<file path="src/rtl/illusion_pkg.sv">
// Shared constants and types for the framebuffer writer: frame geometry, pixel
// entry layout and the frame-completion state encoding.
package illusion_pkg;

   localparam int RENDERING_WIDTH       = 320;
   localparam int RENDERING_HEIGHT      = 240;
   localparam int FB_SIZE               = RENDERING_WIDTH * RENDERING_HEIGHT;
   localparam int PIXEL_WIDTH           = 3;
   localparam int FB_ADDR_WIDTH_DEFAULT = 18;

   typedef enum logic [1:0] {
      DRAWING  = 2'd0,
      DRAINING = 2'd1,
      DONE     = 2'd2
   } frame_state_t;

   typedef struct packed {
      logic [FB_ADDR_WIDTH_DEFAULT-1:0] addr;
      logic [PIXEL_WIDTH-1:0]           data;
   } pixel_entry_t;

endpackage

</file>
<file path="src/rtl/framebuffer_writer_if.sv">
// Pixel stream from the rasterizer plus the framebuffer memory write port.
// The writer is the slave; the upstream stage / memory model is the master.
interface framebuffer_writer_if #(
   parameter int FB_ADDR_WIDTH = 18
);
   import illusion_pkg::*;

   logic [31:0]              aPixelAddr;
   logic [PIXEL_WIDTH-1:0]   aPixelData;
   logic                     aPixelWrite;
   logic                     anOutStall;
   logic [FB_ADDR_WIDTH-1:0] anOutFbAddr;
   logic [PIXEL_WIDTH-1:0]   anOutFbData;
   logic                     anOutFbWrite;
   logic                     aFbReady;

   modport master (
      output aPixelAddr, aPixelData, aPixelWrite, aFbReady,
      input  anOutStall, anOutFbAddr, anOutFbData, anOutFbWrite
   );

   modport slave (
      input  aPixelAddr, aPixelData, aPixelWrite, aFbReady,
      output anOutStall, anOutFbAddr, anOutFbData, anOutFbWrite
   );

endinterface

</file>
<file path="src/rtl/framebuffer_writer_pixel_fifo.sv">
// Small synchronous FIFO holding pixels between the rasterizer and memory.
// Storage is not reset; only pointers and the occupancy count are.
module pixel_fifo #(
   parameter int DEPTH = 8,
   parameter int WIDTH = 21,
   localparam int PTR_W = $clog2(DEPTH),
   localparam int CNT_W = $clog2(DEPTH) + 1
) (
   input  logic             clk_i,
   input  logic             rst_ni,
   input  logic             push_i,
   input  logic             pop_i,
   input  logic [WIDTH-1:0] data_i,
   output logic [WIDTH-1:0] data_o,
   output logic             full_o,
   output logic             empty_o,
   output logic [CNT_W-1:0] count_o
);

   logic [WIDTH-1:0] mem_q [DEPTH];
   logic [PTR_W-1:0] wrPtr_q;
   logic [PTR_W-1:0] rdPtr_q;
   logic [CNT_W-1:0] count_q;
   logic             doPush;
   logic             doPop;

   assign full_o  = (count_q == CNT_W'(DEPTH));
   assign empty_o = (count_q == '0);
   assign count_o = count_q;
   assign data_o  = mem_q[rdPtr_q];
   assign doPush  = push_i && !full_o;
   assign doPop   = pop_i && !empty_o;

   // DEPTH is a power of two, so the pointers wrap naturally.
   always_ff @(posedge clk_i or negedge rst_ni) begin
      if (!rst_ni) begin
         wrPtr_q <= '0;
         rdPtr_q <= '0;
         count_q <= '0;
      end else begin
         if (doPush) wrPtr_q <= wrPtr_q + 1'b1;
         if (doPop)  rdPtr_q <= rdPtr_q + 1'b1;
         case ({doPush, doPop})
            2'b10:   count_q <= count_q + 1'b1;
            2'b01:   count_q <= count_q - 1'b1;
            default: count_q <= count_q;
         endcase
      end
   end

   always_ff @(posedge clk_i) begin
      if (doPush) mem_q[wrPtr_q] <= data_i;
   end

endmodule

</file>
<file path="src/rtl/framebuffer_writer.sv">
// Buffers rasterized pixels, maps them into one of two framebuffers and only
// reports frame-done once every pixel of the frame has been written to memory.
module framebuffer_writer #(
   parameter int FIFO_DEPTH       = 8,
   parameter int RENDERING_WIDTH  = 320,
   parameter int RENDERING_HEIGHT = 240,
   parameter int FB_ADDR_WIDTH    = 18
) (
   input  logic                 aClock,
   input  logic                 aReset,
   framebuffer_writer_if.slave  bus,
   input  logic                 aFrameDone,
   input  logic                 aFrameFlipped,
   output logic                 anOutFrameDone,
   output logic                 anOutBufferSelect,
   output logic                 anOutAddrError
);
   import illusion_pkg::*;

   localparam int FRAME_PIXELS = RENDERING_WIDTH * RENDERING_HEIGHT;
   localparam int ENTRY_W      = $bits(pixel_entry_t);
   localparam int ENTRY_ADDR_W = ENTRY_W - PIXEL_WIDTH;
   localparam int CNT_W        = $clog2(FIFO_DEPTH) + 1;
   localparam logic [FB_ADDR_WIDTH-1:0] BANK_OFFSET = FB_ADDR_WIDTH'(FRAME_PIXELS);

   frame_state_t             state_q, state_d;
   logic                     bufferSelect_q, bufferSelect_d;
   logic                     errorFlag_q, errorFlag_d;
   logic                     slotValid_q, slotValid_d;
   pixel_entry_t             slot_q, slot_d;

   pixel_entry_t             pushEntry;
   pixel_entry_t             headEntry;
   logic [FB_ADDR_WIDTH-1:0] bankAddr;
   logic                     inRange;
   logic                     pushReq;
   logic                     dropPixel;
   logic                     slotFree;
   logic                     fifoPop;
   logic                     fifoFull;
   logic                     fifoEmpty;
   logic [CNT_W-1:0]         fifoCount;
   logic                     fifoEmptyNext;

   assign inRange  = (bus.aPixelAddr < 32'(FRAME_PIXELS));
   assign bankAddr = bus.aPixelAddr[FB_ADDR_WIDTH-1:0] + (bufferSelect_q ? BANK_OFFSET : '0);
   assign pushEntry.addr = ENTRY_ADDR_W'(bankAddr);
   assign pushEntry.data = bus.aPixelData;

   // A full FIFO stalls the pixel instead of dropping it, so drops need space too.
   assign pushReq   = bus.aPixelWrite && !fifoFull && (state_q != DONE) && inRange;
   assign dropPixel = bus.aPixelWrite && !fifoFull && ((state_q == DONE) || !inRange);

   assign slotFree = !slotValid_q || bus.aFbReady;
   assign fifoPop  = slotFree && !fifoEmpty;

   pixel_fifo #(
      .DEPTH (FIFO_DEPTH),
      .WIDTH (ENTRY_W)
   ) u_pixel_fifo (
      .clk_i   (aClock),
      .rst_ni  (aReset),
      .push_i  (pushReq),
      .pop_i   (fifoPop),
      .data_i  (pushEntry),
      .data_o  (headEntry),
      .full_o  (fifoFull),
      .empty_o (fifoEmpty),
      .count_o (fifoCount)
   );

   assign fifoEmptyNext = ((fifoCount == '0) && !pushReq) ||
                          ((fifoCount == CNT_W'(1)) && fifoPop && !pushReq);

   always_comb begin
      slotValid_d = slotValid_q;
      slot_d      = slot_q;
      errorFlag_d = errorFlag_q || dropPixel;
      if (slotFree) begin
         slotValid_d = !fifoEmpty;
         slot_d      = fifoEmpty ? '0 : headEntry;
      end
   end

   // Draining completes on the edge that leaves both the FIFO and the slot empty.
   always_comb begin
      state_d        = state_q;
      bufferSelect_d = bufferSelect_q;
      unique case (state_q)
         DRAWING:  if (aFrameDone) state_d = DRAINING;
         DRAINING: if (fifoEmptyNext && !slotValid_d) state_d = DONE;
         DONE: begin
            if (aFrameFlipped) begin
               state_d        = DRAWING;
               bufferSelect_d = !bufferSelect_q;
            end
         end
         default:  state_d = DRAWING;
      endcase
   end

   always_ff @(posedge aClock or negedge aReset) begin
      if (!aReset) begin
         state_q        <= DRAWING;
         bufferSelect_q <= 1'b0;
         errorFlag_q    <= 1'b0;
         slotValid_q    <= 1'b0;
         slot_q         <= '0;
      end else begin
         state_q        <= state_d;
         bufferSelect_q <= bufferSelect_d;
         errorFlag_q    <= errorFlag_d;
         slotValid_q    <= slotValid_d;
         slot_q         <= slot_d;
      end
   end

   assign bus.anOutStall   = fifoFull;
   assign bus.anOutFbWrite = slotValid_q;
   assign bus.anOutFbAddr  = FB_ADDR_WIDTH'(slot_q.addr);
   assign bus.anOutFbData  = slot_q.data;

   assign anOutFrameDone    = (state_q == DONE);
   assign anOutBufferSelect = bufferSelect_q;
   assign anOutAddrError    = errorFlag_q;

endmodule

</file>
<file path="src/flat_wrapper.sv">
// flat-port wrapper written by rule: the top's interface ports become plain ports
module framebuffer_writer_flat import illusion_pkg::*;
#(
   parameter int FIFO_DEPTH       = 8,
   parameter int RENDERING_WIDTH  = 320,
   parameter int RENDERING_HEIGHT = 240,
   parameter int FB_ADDR_WIDTH    = 18
)
  (aClock, aReset, aFrameDone, aFrameFlipped, anOutFrameDone, anOutBufferSelect, anOutAddrError, bus_aPixelAddr, bus_aPixelData, bus_aPixelWrite, bus_aFbReady, bus_anOutStall, bus_anOutFbAddr, bus_anOutFbData, bus_anOutFbWrite);
  framebuffer_writer_if #(.FB_ADDR_WIDTH(FB_ADDR_WIDTH)) bus_i ();
  input  logic aClock;
  input  logic aReset;
  input  logic aFrameDone;
  input  logic aFrameFlipped;
  output logic anOutFrameDone;
  output logic anOutBufferSelect;
  output logic anOutAddrError;
  input wire logic [$bits(bus_i.aPixelAddr)-1:0] bus_aPixelAddr;
  input wire logic [$bits(bus_i.aPixelData)-1:0] bus_aPixelData;
  input wire logic [$bits(bus_i.aPixelWrite)-1:0] bus_aPixelWrite;
  input wire logic [$bits(bus_i.aFbReady)-1:0] bus_aFbReady;
  output wire logic [$bits(bus_i.anOutStall)-1:0] bus_anOutStall;
  output wire logic [$bits(bus_i.anOutFbAddr)-1:0] bus_anOutFbAddr;
  output wire logic [$bits(bus_i.anOutFbData)-1:0] bus_anOutFbData;
  output wire logic [$bits(bus_i.anOutFbWrite)-1:0] bus_anOutFbWrite;
  assign bus_i.aPixelAddr = bus_aPixelAddr;
  assign bus_i.aPixelData = bus_aPixelData;
  assign bus_i.aPixelWrite = bus_aPixelWrite;
  assign bus_i.aFbReady = bus_aFbReady;
  assign bus_anOutStall = bus_i.anOutStall;
  assign bus_anOutFbAddr = bus_i.anOutFbAddr;
  assign bus_anOutFbData = bus_i.anOutFbData;
  assign bus_anOutFbWrite = bus_i.anOutFbWrite;
  framebuffer_writer #(.FIFO_DEPTH(FIFO_DEPTH), .RENDERING_WIDTH(RENDERING_WIDTH), .RENDERING_HEIGHT(RENDERING_HEIGHT), .FB_ADDR_WIDTH(FB_ADDR_WIDTH)) u_core (.aClock(aClock), .aReset(aReset), .bus(bus_i), .aFrameDone(aFrameDone), .aFrameFlipped(aFrameFlipped), .anOutFrameDone(anOutFrameDone), .anOutBufferSelect(anOutBufferSelect), .anOutAddrError(anOutAddrError));
endmodule
</file>
<file path="config.mk">
export PLATFORM = sky130hd
export DESIGN_NAME = framebuffer_writer_flat
export DESIGN_NICKNAME = d
export VERILOG_FILES = /design/src/rtl/illusion_pkg.sv /design/src/rtl/framebuffer_writer_if.sv /design/src/rtl/framebuffer_writer_pixel_fifo.sv /design/src/rtl/framebuffer_writer.sv /design/src/flat_wrapper.sv
export SDC_FILE = /design/constraint.sdc
export NUM_CORES = 1
export LEC_CHECK = 0
export ABC_AREA = 1
export BUFFER_PORTS_ARGS = -buffer_cell sky130_fd_sc_hd__buf_4
export CORE_MARGIN = 4
export CORE_UTILIZATION = 35
export CTS_CLUSTER_DIAMETER = 40
export DETAILED_ROUTE_END_ITERATION = 8
export SYNTH_ARGS = -nofsm -noshare
export SYNTH_HDL_FRONTEND = slang
export SYNTH_HIERARCHICAL = 1
export SYNTH_SLANG_ARGS = --single-unit
export TNS_END_PERCENT = 50
</file>
<file path="constraint.sdc">
create_clock -name aClock -period 4.9 [get_ports aClock]
set_clock_uncertainty 0.15 [all_clocks]
set_input_delay 0.49 -clock aClock [delete_from_list [all_inputs] [get_ports aClock]]
set_output_delay 0.49 -clock aClock [all_outputs]
set_load 0.03 [all_outputs]
</file>
# Word level (Yosys, flattened, before mapping)

Memory sizes are Yosys's and may differ from the RTL's.
Index checks and enable logic that the tools add are counted.

Word-level logic and storage cells: 63
Memories: 1
Register bits after elaboration: 36
RAM bits: 168
Output and inout port bits: 26
Input bits: 41

Order comparisons: 1
Mux-type cells: 10
Add/subtract/negate cells: 5
Eq/ne operators: 10
Reductions and logical operators: 27

Memories:

| name                      | depth | bits a word | rd ports | clocked after Yosys merged registers in | wr ports | RTL line                            | source |
|---|---|---|---|---|---|---|---|
| u_core.u_pixel_fifo.mem_q | 8     | 21          | 1        | 0                                       | 1        | framebuffer_writer_pixel_fifo.sv:20 | `logic [WIDTH-1:0] mem_q [DEPTH];` |

Operator list:

| cell                                                                           | number |
|---|---|
| 32-bit by 17-bit less-than comparator with 1-bit output, second input constant | 1 |
| 21-bit two-way mux                                                             | 1 |
| 18-bit adder                                                                   | 1 |
| 17-bit two-way mux                                                             | 1 |
| 1-bit logical AND                                                              | 11 |
| 4-bit case mux with 2 select lines                                             | 1 |
| 1-bit logical NOT                                                              | 7 |
| 3-bit by 1-bit adder with 3-bit output, second input constant                  | 2 |
| 2-bit two-way mux                                                              | 3 |
| 2-bit inequality test, second input constant                                   | 3 |
| 2-bit case mux with 3 select lines                                             | 1 |
| 4-bit by 1-bit adder with 4-bit output, second input constant                  | 1 |
| 2-bit by 1-bit == test with 1-bit output, second input constant                | 2 |
| 2-bit == test, second input constant                                           | 2 |
| 4-bit by 1-bit == test with 1-bit output, second input constant                | 1 |
| 4-bit == test, second input constant                                           | 1 |
| 4-bit logical NOT                                                              | 1 |
| 1-bit logical OR                                                               | 4 |
| 4-bit by 1-bit subtractor with 4-bit output, second input constant             | 1 |
| 1-bit two-way mux                                                              | 3 |
| 3-bit AND reduction                                                            | 1 |
| 2-bit logical NOT                                                              | 1 |
| 2-bit by 1-bit inequality test with 1-bit output, second input constant        | 1 |
| 2-bit AND reduction                                                            | 1 |
| 2-bit nonzero test                                                             | 1 |

# Depth between registers and ports, before layout

Gate-level depths: netlist (run 1).

Depth in word-level cells: 11
Mapped depth: 17
Depth with buffers taken out: 16

# Hierarchy

Netlist (run 1), hierarchy kept.

Modules (own cells, without submodules):

| module             | seq. area each (um2) | cells an instance | area an instance (um2) | times used |
|---|---|---|---|---|
| pixel_fifo         | 5295.1               | 808               | 7845.0                 | 1 |
| framebuffer_writer | 650.6                | 130               | 1291.2                 | 1 |

# Least setup slack after synthesis (run 1)

No wires, ideal clock.

Path type: flip-flop to flip-flop
From: register u_core.u_pixel_fifo.count_q[0] (netlist: u_core/u_pixel_fifo/count_o[0])
To: memory u_core.u_pixel_fifo.mem_q[4][0] (enable)
Slack: 1529 ps
Setup time: 426 ps
Path buffers: 1
Period minus slack after synthesis: 3371 ps
Cell stages (with the launch flop): 10
Arrival time: 2796 ps
Required time: 4324 ps
Path through: dfrtp_1 -> nor2_1 -> nand3_1 -> inv_1 -> nor2_1 -> nand3_2 -> inv_1 -> nand2_1 -> buf_4 -> nor3_1

Cells in the longest elaborated chain, start to end: 8

RTL lines:

| element                                 | RTL line                            | source |
|---|---|---|
| start: declaration                      | framebuffer_writer_pixel_fifo.sv:23 | `logic [CNT_W-1:0] count_q;` |
| start signal: assignment                | framebuffer_writer_pixel_fifo.sv:44 | `2'b10: count_q <= count_q + 1'b1;` |
| start signal: assignment                | framebuffer_writer_pixel_fifo.sv:45 | `2'b01: count_q <= count_q - 1'b1;` |
| start signal: assignment                | framebuffer_writer_pixel_fifo.sv:46 | `default: count_q <= count_q;` |
| 4-bit == test                           | framebuffer_writer_pixel_fifo.sv:27 | `assign full_o = (count_q == CNT_W'(DEPTH));` |
| named net bus_anOutStall                | flat_wrapper.sv:22                  | `output wire logic [$bits(bus_i.anOutStall)-1:0] bus_anOutStall;` |
| 1-bit logical NOT                       | framebuffer_writer.sv:51            | `assign pushReq = bus.aPixelWrite && !fifoFull && (state_q != DONE) && inRange;` |
| 1-bit logical AND (3 in a row)          | framebuffer_writer.sv:51            |  |
| named net u_core.pushReq                | framebuffer_writer.sv:36            | `logic pushReq;` |
| 1-bit logical AND                       | framebuffer_writer_pixel_fifo.sv:31 | `assign doPush = push_i && !full_o;` |
| 1-bit two-way mux                       | framebuffer_writer_pixel_fifo.sv:52 | `if (doPush) mem_q[wrPtr_q] <= data_i;` |
| 1-bit two-way mux (implied by the code) | framebuffer_writer_pixel_fifo.sv:52 |  |
| end: declaration                        | framebuffer_writer_pixel_fifo.sv:20 |  |

The timed path passes the listed nets, and every way through them passes these cells.

# Final worst setup path (run 1)

From: register u_core.u_pixel_fifo.count_q[0] (netlist: u_core/u_pixel_fifo/count_o[0])
To: memory u_core.u_pixel_fifo.mem_q[2][6] (enable)

Cells in the longest elaborated chain, start to end: 8

RTL lines:

| element                                 | RTL line |
|---|---|
| 4-bit == test                           | framebuffer_writer_pixel_fifo.sv:27 |
| 1-bit logical NOT                       | framebuffer_writer.sv:51 |
| 1-bit logical AND (3 in a row)          | framebuffer_writer.sv:51 |
| named net u_core.pushReq                | framebuffer_writer.sv:36 |
| 1-bit logical AND                       | framebuffer_writer_pixel_fifo.sv:31 |
| 1-bit two-way mux                       | framebuffer_writer_pixel_fifo.sv:52 |
| 1-bit two-way mux (implied by the code) | framebuffer_writer_pixel_fifo.sv:52 |

The timed path passes the listed nets, and every way through them passes these cells.

==> flow_summary.json, run 1 <==
{
  "status": "finished clean",
  "required_ps": 4960,
  "wirelength_mm": 19.9,
  "vdd_drop_max_v": 0.000255,
  "crit_fanout": 13,
  "numPortBuffers": 66,
  "reg2reg_from": "u_core/u_pixel_fifo/count_o[0]",
  "vias": 6037,
  "p_leak_uw": 0.00479,
  "grt_pass1_wl_mm": 31.5,
  "syn-cell-area_um2": 9140,
  "row_count": 58,
  "avgSynthCellArea_um2": 9.74,
  "ant_nets": 0,
  "holdPathEnd": "u_core/u_pixel_fifo/mem_q[0][12]",
  "multiInputGateArea_um2": 2580,
  "synthTopCellsByArea": "edfxtp_1, nand2_1, dfrtp_1",
  "dpl_cell_area_um2": 10000,
  "critPathLaunchType": "flop",
  "worstPathArrival_ps": 3140,
  "antenna_found_initial": 0,
  "first_iter_violations": 317,
  "num-nets-final": 1066,
  "slew_headroom_pct": 36.2,
  "yosysTopAreaCell": "edfxtp_1",
  "holdCritStartpoint": "bus_aPixelAddr[9]",
  "rsz0062_at_grt": "no",
  "top_layer": "met4",
  "max_freq_mhz": 324,
  "hold-path-cell-count": 1,
  "cp_top_family": "simple AND/OR/NAND/NOR gates",
  "drive_above_1_share_pct": 14.8,
  "diodes": 0,
  "crit_type": "reg -> reg",
  "cts_sinks": 204,
  "synth_top_area_share_pct": 55.2,
  "cts_resized": 0,
  "final_cell_mix": "nand2_1, nor2_1, edfxtp_1",
  "cts_tree": "yes",
  "hold_violations": 0,
  "area_growth_pct": 20.7,
  "grt_usage_pct": 13.7,
  "timing.final.crit_share_pct": 62.9,
  "overflow": 0,
  "drc": 0,
  "start_util_pct": 36.0,
  "viasPerCell": 4.42,
  "r2r-end": "u_core/u_pixel_fifo/mem_q[2][6]",
  "drtPass1Iterations": 4,
  "htree_levels": 1,
  "met2_length_mm": 9.73,
  "async_flop_share_pct": 17.6,
  "seq_area_frac_synth_pct": 65.1,
  "clockBufferDepth": 3,
  "synth_edf_count": 168,
  "design_area_um2": 11000,
  "synth_cells": 938,
  "cp_slowest_cell": "nor3_2",
  "slowest_delay_ps": 840,
  "yosysWarnings": 6,
  "root_buffer": "clkbuf_16",
  "clk_latency_ps": 530,
  "worst_pin_slew_ps": 955,
  "ys_types": 28,
  "reg2reg_slack_ps": 1820,
  "syn-num-nets": 990,
  "postCtsSetupBuffers": 0,
  "min_period_ps": 3080,
  "grt_max_degree": 106,
  "hp-class": "in -> reg",
  "total_power_uw": 4430,
  "met1Wirelength_mm": 8.82,
  "drv_cap": 0,
  "rr_worst_depth": 9,
  "design.core.area_um2": 25400,
  "ys_ff_latch": 204,
  "end_kind": "flop",
  "dieHeight_um": 170,
  "register_area_um2": 5950,
  "grt_pass1_vias": 5848,
  "path_buf_inv": 3,
  "wl_per_cell_um": 14.5,
  "dp_hpwl_mm": 11.8,
  "path_clk_slew_ps": 60,
  "synth_flop_cell": "edfxtp_1",
  "nFillCells": 2395,
  "slew_viol_final": 0,
  "wl_met3_um": 890,
  "setup_viol": 0,
  "crit_chain": "nor2_1, nand3_1, inv_1, nor2_1, nand3_2, inv_1, nand2_1, nor3_2, buf_4",
  "num_io_pins": 67,
  "die_area_um2": 28800,
  "layout_commonest_cell": "nand2_1",
  "cts_buffers": 29,
  "setup_tns_ps": 0,
  "die_x_um": 170,
  "place.gp.congestion": 0.753,
  "powerDensity_nw_per_um2": 401
}
-- worst register-to-register path, cell delays in order (launching register included) --
cell and delay (ps):
dfrtp_1 420, nor2_1 80, nand3_1 130, inv_1 70, nor2_1 160, nand3_2 120
inv_1 90, nand2_1 320, nor3_2 840, buf_4 380
-- how the worst max path moves through the flow --
stage | startpoint | cells past startpoint | end | slack [ps]
global route | u_core/u_pixel_fifo/count_o[0] | 9 | u_core/u_pixel_fifo/mem_q[2][7] | 1540
floorplan | u_core/u_pixel_fifo/count_o[0] | 9 | u_core/u_pixel_fifo/mem_q[4][0] | 1530
global placement | bus_aPixelAddr[20] | 11 | u_core/u_pixel_fifo/mem_q[2][7] | 1700
CTS | u_core/u_pixel_fifo/count_o[0] | 9 | u_core/u_pixel_fifo/mem_q[2][7] | 1760
detailed placement | bus_aPixelAddr[20] | 11 | u_core/u_pixel_fifo/mem_q[2][7] | 1620
finish | u_core/u_pixel_fifo/count_o[0] | 9 | u_core/u_pixel_fifo/mem_q[2][6] | 1820
-- per-layer routing --
metal  GRT usage (%)  up-vias
met5               0        -
met4            3.85        0
met3            2.21       37
met2            23.5       91
met1            18.0     2808
li1                -     3101
-- per-stage QoR --
stage	hold slack [ps]	util [%]	std cells	worst slack, ps
2_1_floorplan	44.4	-	938	1530
3_3_place_gp	299	39.4	1312	1700
3_5_place_dp	335	39.4	1312	1620
4_1_cts	31.2	43.4	1366	1760
5_1_grt	43.9	43.4	1366	1540
6_report	50.5	43.4	1366	1820
-- flip-flops by register name, indices dropped and copies added, names as in the netlist --
register,cells
u_core/anOutAddrError,1
u_core/bus.anOutFbWrite,1
u_core/anOutBufferSelect,1
u_core/u_pixel_fifo/mem_q,168
u_core/u_pixel_fifo/rdPtr_q,3
u_core/u_pixel_fifo/count_o,4
u_core/state_q,2
u_core/bus.anOutFbData,3
u_core/u_pixel_fifo/wrPtr_q,3
u_core/bus.anOutFbAddr,18
-- timing repair --
item,4_1_cts,5_1_grt
endpoints found under the setup margin,0,0
hold buffers,1,0
hold endpoints to repair,36,0
-- layout make-up --
class,count,share of cell area [%]
tap,330,3.74
multi-input combinational,581,23.4
clock buffer,32,6.86
inverter,115,3.91
timing repair buffer,83,5.78
sequential,204,53.9
clock inverter,21,2.38
-- synth_stat cells, types with 3 or more instances --
master    count
nand2_1     319
nor2_1      181
edfxtp_1    168
inv_1       113
dfrtp_1      36
a22o_1       21
buf_2        19
clkbuf_1      9
ha_1          9
nor3_1        9
nand3_1       7
xnor2_1       7
buf_4         6
xor2_1        6
buf_6         4
nor2_2        4
o21ai_0       4
o21ai_1       3
-- cell families after synthesis --
| family | Yosys count | synth area share (%) |
|---|---|---|
| AOI/OAI and AO/OA | 31 | 2.62 |
| xor gates and xnor gates | 13 | 1.25 |
| adders and majority gates | 11 | 1.67 |
| buffers and inverters | 153 | 7.12 |
| DFF | 204 | 65.1 |
| and+or+nand+nor | 526 | 22.3 |
-- power by group --
group | total (uW) | switching, uW | internal, uW
sequential | 1990 | 14.7 | 1980
clock | 2170 | 781 | 1390
combinational | 261 | 181 | 80.0
total | 4420 | 977 | 3450
(Power assumes the default switching activity.)
==> run 2, diff against run 1 <==
==> constraint.sdc (replaced) <==
create_clock -name aClock -period 2.9 [get_ports aClock]
set_clock_uncertainty 0.15 [all_clocks]
set_input_delay 0.29 -clock aClock [delete_from_list [all_inputs] [get_ports aClock]]
set_output_delay 0.29 -clock aClock [all_outputs]
set_load 0.03 [all_outputs]
==> flow_summary.json, run 2 (synthesized netlist as in run 1, its figures left out) <==
{
  "numPortBuffers": 66,
  "crit_type": "in -> reg",
  "max_freq_mhz": 353,
  "die_x_um": 170,
  "powerDensity_nw_per_um2": 650,
  "min_period_ps": 2830,
  "rsz0062_at_grt": "no",
  "die_area_um2": 28800,
  "first_iter_violations": 388,
  "overflow": 0,
  "drv_cap": 0,
  "top_register": "u_core/u_pixel_fifo/mem_q",
  "largest_reg_flops": 168,
  "grt_util_met2_pct": 22.8,
  "crit_fanout": 2,
  "total_power_uw": 7330,
  "setup_viol": 0,
  "design.core.area_um2": 25400,
  "cts_tree": "yes",
  "final_cell_mix": "nand2_1, nor2_1, edfxtp_1",
  "diodes": 0,
  "grt_max_degree": 82,
  "layout_commonest_cell": "nand2_1",
  "ant_nets": 0,
  "vdd_drop_max_v": 0.000399,
  "hold_slack_ps": 28.8,
  "wl_per_cell_um": 13.7,
  "root_buffer": "clkbuf_16",
  "hold_violations": 0,
  "slew_headroom_pct": 31.9,
  "clockBufferDepth": 3,
  "dpl_cell_area_um2": 10100,
  "num_io_pins": 67,
  "viasPerCell": 4.39,
  "start_util_pct": 36.0,
  "met1_usage_pct": 16.8,
  "drc": 0,
  "design_area_um2": 11300,
  "clk_latency_ps": 520,
  "num-nets-final": 1088,
  "grt_usage_pct": 13.2,
  "cts_sinks": 204,
  "slew_viol_final": 0,
  "place.gp.congestion": 0.792,
  "required_ps": 3160,
  "cts_buffers": 29,
  "worstPathArrival_ps": 3090,
  "p_leak_uw": 0.00484,
  "drive_above_1_share_pct": 14.7,
  "status": "finished clean",
  "grt_busiest_layer": "met2",
  "critPathLaunchType": "primary input",
  "grt_pass1_vias": 5771,
  "dp_cells": 1314,
  "dieHeight_um": 170,
  "hp-class": "in -> reg",
  "fin_cells": 1389,
  "row_count": 58,
  "postCtsSetupBuffers": 0,
  "drtPass1Iterations": 5,
  "grt_pass1_wl_mm": 30.1,
  "wirelength_mm": 19.0,
  "end_kind": "flop",
  "timing.final.crit_share_pct": 97.6,
  "antenna_found_initial": 0,
  "vias": 6092,
  "worst_pin_slew_ps": 1020,
  "nFillCells": 2358,
  "use_met3_pct": 2.28,
  "dp_hpwl_mm": 10.9,
  "htree_levels": 1,
  "area_growth_pct": 23.5,
  "path_clk_slew_ps": 50
}
==> run 2: timing repair <==
action                     4_1_cts  5_1_grt
hold endpoints to repair       145        0
gates resized for setup          0        5
hold buffers                    21        0
setup endpoints to repair        0        2
==> run 2: area by class of cell <==
| cell class | instances | area [um2] | area share, % |
|---|---|---|---|
| Sequential cell | 204 | 5950 | 52.7 |
| Clock buffer | 36 | 772 | 6.84 |
| Timing Repair Buffer | 105 | 891 | 7.89 |
| Inverter | 115 | 432 | 3.83 |
| Tap cell | 330 | 413 | 3.66 |
| Clock inverter | 18 | 220 | 1.95 |
| Multi-Input combinational cell | 581 | 2610 | 23.1 |
==> run 2: through the flow <==
stage               util [%]  TNS (ps)  worst slack [ps]
finish                  44.4         0              69.2
global placement        39.6         0               491
global route            44.4         0              16.6
floorplan                  -    -79210              -472
CTS                     44.3         0              90.1
detailed placement      39.6         0               417
==> run 2: report_power, final <==
part	internal, uW	total, uW	switching, uW
combinational	167	470	303
sequential	3340	3370	25.1
clock	2190	3490	1300
==> run 2: layer usage <==
metal  vias to the layer above  part of all wire, %
met5                         -                    0
met4                         0                  2.2
met3                        33                  4.2
met2                       104                   49
met1                      2799                   44
li1                       3156                    -
==> run 2: critical path, cell delays in order <==
cell           delay [ps]
dlygate4sd3_1         540
buf_4                 130
nor2_1                 90
dlygate4sd3_1         570
nand2_1                70
nor2_2                100
dlygate4sd3_1         560
nand2_1                50
dlygate4sd3_1         550
a21o_1                160
==> run 2: final timing paths <==
kind	from	to	slack [ps]	cells after the start
setup reg to reg	u_core/u_pixel_fifo/count_o[2]	u_core/u_pixel_fifo/mem_q[6][12]	480	10
min in group asynchronous	aReset	u_core/state_q[0]	140	2
hold reg to reg	u_core/anOutAddrError	u_core/anOutAddrError	310	1
max in group asynchronous	aReset	u_core/u_pixel_fifo/rdPtr_q[0]	2040	2
setup / recovery	bus_aPixelAddr[27]	u_core/anOutAddrError	70	10
hold / removal	bus_aPixelWrite	u_core/anOutAddrError	30	4
